**src/rtl/ttt_pkg.sv**
```systemverilog
// Shared definitions for the tic-tac-toe board controller and display path:
// cell encodings, controller states, gameover bit positions and the table of
// cell indices that make up each of the eight winning lines.
package ttt_pkg;

  localparam logic [1:0] CELL_EMPTY = 2'b00;
  localparam logic [1:0] CELL_X     = 2'b01;
  localparam logic [1:0] CELL_O     = 2'b10;

  localparam int NUM_CELLS = 9;
  localparam int NUM_LINES = 8;

  typedef enum logic [1:0] {
    GC_IDLE  = 2'd0,
    GC_CHECK = 2'd1,
    GC_CLEAR = 2'd2
  } gc_state_t;

  // gameover = {over, x_won, line_mask[7:0]}
  localparam int GO_OVER_BIT = 9;
  localparam int GO_XWIN_BIT = 8;

  // Rows 0..2, columns 0..2, main diagonal, anti-diagonal.
  localparam logic [3:0] LINE_CELLS [NUM_LINES][3] = '{
    '{4'd0, 4'd1, 4'd2},
    '{4'd3, 4'd4, 4'd5},
    '{4'd6, 4'd7, 4'd8},
    '{4'd0, 4'd3, 4'd6},
    '{4'd1, 4'd4, 4'd7},
    '{4'd2, 4'd5, 4'd8},
    '{4'd0, 4'd4, 4'd8},
    '{4'd2, 4'd4, 4'd6}
  };

  // Reads one 2-bit cell out of the packed board; indices past the board read empty.
  function automatic logic [1:0] cell_at(input logic [17:0] b, input logic [3:0] idx);
    logic [1:0] v;
    v = CELL_EMPTY;
    if (idx < 4'(NUM_CELLS)) v = b[{idx, 1'b0} +: 2];
    return v;
  endfunction

endpackage

```
**src/rtl/ttt_line_lut.sv**
```systemverilog
// Maps a line number (0..7) to the three board cells forming that line.
// Purely combinational; also used by the display driver to highlight wins.
module ttt_line_lut
  import ttt_pkg::*;
(
  input  logic [2:0] line_i,
  output logic [3:0] c0_o,
  output logic [3:0] c1_o,
  output logic [3:0] c2_o
);

  assign c0_o = LINE_CELLS[line_i][0];
  assign c1_o = LINE_CELLS[line_i][1];
  assign c2_o = LINE_CELLS[line_i][2];

endmodule

```
**src/rtl/game_ctrl.sv**
```systemverilog
// Tic-tac-toe board owner. Accepts single-cycle move requests, writes legal
// moves, then walks the eight lines one per cycle to build the gameover
// vector. A request after game over clears the board one cell per cycle.
module game_ctrl
  import ttt_pkg::*;
(
  input  logic        clk,
  input  logic        rst,
  input  logic [3:0]  addr,
  input  logic [1:0]  wd,
  input  logic        wen,
  output logic [1:0]  ud,
  output logic [9:0]  gameover,
  output logic [17:0] board,
  output logic        busy
);

  gc_state_t   state_q, state_d;
  logic [2:0]  line_q, line_d;
  logic [3:0]  cell_q, cell_d;
  logic [7:0]  mask_q, mask_d;
  logic [1:0]  mover_q, mover_d;
  logic [17:0] board_q, board_d;
  logic [9:0]  go_q, go_d;
  logic [1:0]  ud_q, ud_d;

  logic [1:0]  row, col;
  logic [3:0]  tgt_idx;
  logic        coords_ok;
  logic        move_ok;
  logic [3:0]  lc0, lc1, lc2;
  logic        line_hit;
  logic [7:0]  mask_fin;
  logic        board_full;

  assign row       = addr[3:2];
  assign col       = addr[1:0];
  assign tgt_idx   = {2'b00, row} * 4'd3 + {2'b00, col};
  assign coords_ok = (row <= 2'd2) && (col <= 2'd2);
  assign move_ok   = coords_ok
                     && (cell_at(board_q, tgt_idx) == CELL_EMPTY)
                     && ((wd == CELL_X) || (wd == CELL_O));

  ttt_line_lut u_lut (
    .line_i (line_q),
    .c0_o   (lc0),
    .c1_o   (lc1),
    .c2_o   (lc2)
  );

  // Line under evaluation this cycle is complete for the current mover.
  assign line_hit = (cell_at(board_q, lc0) == mover_q)
                 && (cell_at(board_q, lc1) == mover_q)
                 && (cell_at(board_q, lc2) == mover_q);

  // Accumulated mask including the current line, plus board-full detection for draws.
  always_comb begin
    mask_fin = mask_q;
    mask_fin[line_q] = line_hit;
    board_full = 1'b1;
    for (int i = 0; i < NUM_CELLS; i++) begin
      if (board_q[2*i +: 2] == CELL_EMPTY) board_full = 1'b0;
    end
  end

  // Readback of the addressed cell; out-of-range coordinates read empty.
  always_comb begin
    ud_d = CELL_EMPTY;
    if (coords_ok) ud_d = cell_at(board_q, tgt_idx);
  end

  // Controller next-state: accept moves, scan lines, clear the board.
  always_comb begin
    state_d = state_q;
    line_d  = line_q;
    cell_d  = cell_q;
    mask_d  = mask_q;
    mover_d = mover_q;
    board_d = board_q;
    go_d    = go_q;
    case (state_q)
      GC_IDLE: begin
        if (wen) begin
          if (go_q[GO_OVER_BIT]) begin
            // Any request after game over is a restart; addr/wd are ignored.
            state_d = GC_CLEAR;
            cell_d  = 4'd0;
          end else if (move_ok) begin
            board_d[{tgt_idx, 1'b0} +: 2] = wd;
            mover_d = wd;
            line_d  = 3'd0;
            mask_d  = 8'h00;
            state_d = GC_CHECK;
          end
        end
      end
      GC_CHECK: begin
        mask_d = mask_fin;
        line_d = line_q + 3'd1;
        if (line_q == 3'd7) begin
          // gameover changes only here, after the last line, in one step.
          state_d = GC_IDLE;
          line_d  = 3'd0;
          if (mask_fin != 8'h00) begin
            go_d = {1'b1, mover_q == CELL_X, mask_fin};
          end else if (board_full) begin
            go_d = {1'b1, 1'b0, 8'h00};
          end else begin
            go_d = 10'd0;
          end
        end
      end
      GC_CLEAR: begin
        board_d[{cell_q, 1'b0} +: 2] = CELL_EMPTY;
        cell_d = cell_q + 4'd1;
        if (cell_q == 4'd8) begin
          state_d = GC_IDLE;
          cell_d  = 4'd0;
          go_d    = 10'd0;
        end
      end
      default: begin
        state_d = GC_IDLE;
      end
    endcase
  end

  // State and board registers; reset aborts any scan or clear in progress.
  always_ff @(posedge clk) begin
    if (rst) begin
      state_q <= GC_IDLE;
      line_q  <= 3'd0;
      cell_q  <= 4'd0;
      mask_q  <= 8'h00;
      mover_q <= CELL_EMPTY;
      board_q <= 18'd0;
      go_q    <= 10'd0;
      ud_q    <= CELL_EMPTY;
    end else begin
      state_q <= state_d;
      line_q  <= line_d;
      cell_q  <= cell_d;
      mask_q  <= mask_d;
      mover_q <= mover_d;
      board_q <= board_d;
      go_q    <= go_d;
      ud_q    <= ud_d;
    end
  end

  assign ud       = ud_q;
  assign gameover = go_q;
  assign board    = board_q;
  assign busy     = (state_q != GC_IDLE);

endmodule

```
**config.mk**
```make
export PLATFORM = sky130hd
export DESIGN_NAME = game_ctrl
export DESIGN_NICKNAME = d
export VERILOG_FILES = /design/src/rtl/ttt_pkg.sv /design/src/rtl/ttt_line_lut.sv /design/src/rtl/game_ctrl.sv
export SDC_FILE = /design/constraint.sdc
export NUM_CORES = 1
export LEC_CHECK = 0
export ABC_AREA = 1
export ABC_CLOCK_PERIOD_IN_PS = 4100
export CAP_MARGIN = 30
export CELL_PAD_IN_SITES_DETAIL_PLACEMENT = 2
export CELL_PAD_IN_SITES_GLOBAL_PLACEMENT = 2
export CORE_AREA = 5 5 116 118
export DETAILED_ROUTE_END_ITERATION = 10
export DIE_AREA = 0 0 121 123
export MAX_ROUTING_LAYER = met4
export PLACE_DENSITY_LB_ADDON = 0.1
export SLEW_MARGIN = 0
export SYNTH_ARGS = -nofsm -noshare
export SYNTH_HDL_FRONTEND = slang
export SYNTH_SLANG_ARGS = --single-unit
export TNS_END_PERCENT = 100
```
**constraint.sdc**
```tcl
create_clock -name clk -period 4.1 [get_ports clk]
set_input_delay 0.82 -clock clk [delete_from_list [all_inputs] [get_ports clk]]
set_output_delay 0.82 -clock clk [all_outputs]
set_load 0.02 [all_outputs]
```
==> run metrics <==
final setup fails 0; Worst EP required 4.34 ns; Least-Margin Pin Slew 0.7923 ns; ys async rst share 0; Sink Count between 40 and 50; list of most frequent post-synthesis cells 159 x nand2_1, 86 x nand3_1, 76 x inv_1; ratio of cells with drive above 1 in the final layout 0.1287; PnR worst setup slack 0.3995 ns; core area 0.01236 mm2; Leak ~0.002 uW; worst min path class flop to flop; dpl ws -0.2622 ns; TritonCTS buffer count 5; Multi-input gate area 0.002332 mm2; global route overflow 0; Initial Util 0.2930; share of the synthesized area in the top cell type 0.2708; Main synth FF type dfxtp_1; clk_skew 0.007916 ns; Avg Cell Area, Syn 6.057 um2; Port Buffers 39; Ys Warns 0; Post-DP HPWL between 10,000 and 15,000 um; Max H-tree Level 2; CP max-delay cell fa_2; Slew headroom 0.4718; Routed wire per std cell about 18 um; Worst Path Buf+Inv 6; vias in the first global route 4,622; Cell variety after synth 32; max cap viols 0; DR iter-0 viols 149; clk buf depth 2; Crit Reg-Reg Endpoint gameover[9]; gpl congestion 0.9058; CTS clk-pin slew, worst paths about 0.070 ns; DRC 0; startpoint types input port; Reg2Reg Setup Slack 0.70 ns; CP Capture Type flop; CP Data Arrival Time 3.94 ns; Final Cycle Share 0.9026; Total GRT Usage 0.2157; Max Slew Vio Count 0; CP max FO 5; Clock Tree Root clkbuf_16; Fin. Hold Viols 0; FP Rows 41; Inserted Diodes 0; largest net degree at the start of global routing 32; Hold WS 0.4626 ns; hold depth 2; crit path time final 3.700 ns; maximum clock frequency 270.2 MHz; Synth area leader dfxtp_1; synth-to-layout area growth 30.67%; max incr delay on CP 0.63 ns; vias per cell 5.149; Top Family by Delay on Critical Path adder cells; Netlist Area Pre-Place roughly 0.0036 mm2; post-route ant nets 0; CP Class input port to flop; pwr dens 321.6 mW/mm2; fillcell total 1,522; total number of vias 4,325; die height 123 um; status finished clean; sequential cell area 980.9 um2; crit-path cells dlymetal6s2s_1, inv_1, fa_1, inv_1, ha_2, fa_2, buf_4, nor4_1, o22ai_1, nand4_1, nand2_1, nand2_2, nor2_4, buf_6, nand3_2, buf_6, a21oi_1; first-pass iteration count of the detailed router 4; insertion delay to the later sink of the worst-skew pair 0.30 ns; Post-synth EDFFs 0; FF-to-FF Start line_q[0]; RSZ-0062 raised after global routing false; Detailed Route WL 15,320 um; min-delay src mask_q[2]; Worst VDD drop 0.2078 mV; count leader, synth nand2_1; Min-Delay Endpoint mask_q[2]; Post-Syn Instances ~600; Worst Reg-to-Reg Cells 17; I/O pins 40; initial antenna violation count 0; Yosys reg bits 49; sequential area share after synthesis 0.2708; Die Span X 121 um; first-pass GRT wire length 24,370 um; Final #Nets 695; top cells by area, synth dfxtp_1 27%, nand2_1 16%, nand3_1 12%; Mapped Nets ~630; Die Area 0.01488 mm2; CTS tree done
[power by group]
group | total (uW) | switching (uW) | internal [uW] | leakage [uW]
Clock | 558 | 205 | 352 | 0.0000944
Sequential | 498 | 13.3 | 485 | 0.000395
Combinational | 466 | 295 | 172 | 0.00156
Total | 1520 | 513 | 1010 | 0.00205
[sequential cells by signal, summed over array words and instances (netlist names)]
register	cells
mask_q	8
board	18
ud	2
cell_q	4
line_q	3
state_q	2
mover_q	2
gameover	10
[worst reg2reg max path: cells and delay by family, from the launching register on]
| family | cells | cell delay [ns] |
|---|---|---|
| compound gates | 3 | 0.51 |
| fa+ha+maj | 1 | 0.65 |
| buf+inv | 2 | 0.56 |
| flops | 1 | 0.46 |
| simple gates | 11 | 1.11 |
[kinds of logic after synthesis]
logic type,Yosys count,share of synthesized area
XOR/XNOR,2,0.004837
adder cells (fa/ha/maj),19,0.06977
flip-flops,49,0.2708
AND/OR/NAND/NOR,334,0.4010
buffers and inverters,97,0.1064
AO/OA/AOI/OAI,97,0.1472
[layer usage]
| metal | track usage | part of all wire | vias to the layer above |
|---|---|---|---|
| li1 | - | - | 2086 |
| met1 | 0.2669 | 0.46 | 2146 |
| met2 | 0.3685 | 0.49 | 73 |
| met3 | 0.03385 | 0.033 | 20 |
| met4 | 0.05666 | 0.018 | 0 |
| met5 | - | 0 | - |
[final cells by class]
type	count	share of cell area
well taps	172	0.04547
flip-flops and latches	49	0.2072
repair buffers	75	0.1470
inverters	84	0.06661
clock inverters	3	0.01454
clock buffers	5	0.02643
multi-input cells	452	0.4927
[through the flow]
stage	power (uW)	cell area [um2]	util	setup TNS, ns	instances
after floorplan	763.4	3622	-	0	598
after global placement	936.8	4418	0.3574	-0.4764	829
after detailed placement	954.6	4418	0.3574	-4.463	829
after CTS	1517	4612	0.3730	0	837
after global routing	1605	4733	0.3829	0	840
final	1522	4733	0.3829	0	840
[cells in the final DEF (no fill, tap or decap), types with 3 or more instances in the layout]
master and instances:
a211oi_1 4, clkbuf_16 5, clkdlybuf4s50_1 36, inv_2 6
nor2_2 3, buf_4 31, nand4_1 7, nor3_1 8
a21oi_2 5, nand2_1 156, o22ai_1 3, a21oi_1 50
nand2_2 9, dfxtp_1 49, or2_2 8, nand3_1 84
buf_6 4, o21ai_1 8, inv_1 76, o21ai_0 18
nor4_1 6, dlymetal6s2s_1 3, ha_1 16, nor2_1 48
[how the worst max path moves through the flow]
| stage | startpoint | to | slack [ns] | depth (start not counted) |
|---|---|---|---|---|
| after floorplan | addr[1] | board[2] | 0.63 | 17 |
| after global placement | addr[1] | board[9] | -0.09 | 17 |
| after detailed placement | addr[1] | board[17] | -0.26 | 19 |
| after CTS | addr[1] | board[17] | 0.03 | 19 |
| after global routing | addr[1] | board[8] | 0.25 | 18 |
| final | addr[1] | board[9] | 0.40 | 17 |
[what timing repair did]
action / in CTS / in global routing
hold buffers: 0 / 0
endpoints found under the setup margin: 0 / 21
resized for setup: 0 / 36
buffers inserted: 0 / 2
Power figures use the tool's default switching activity.
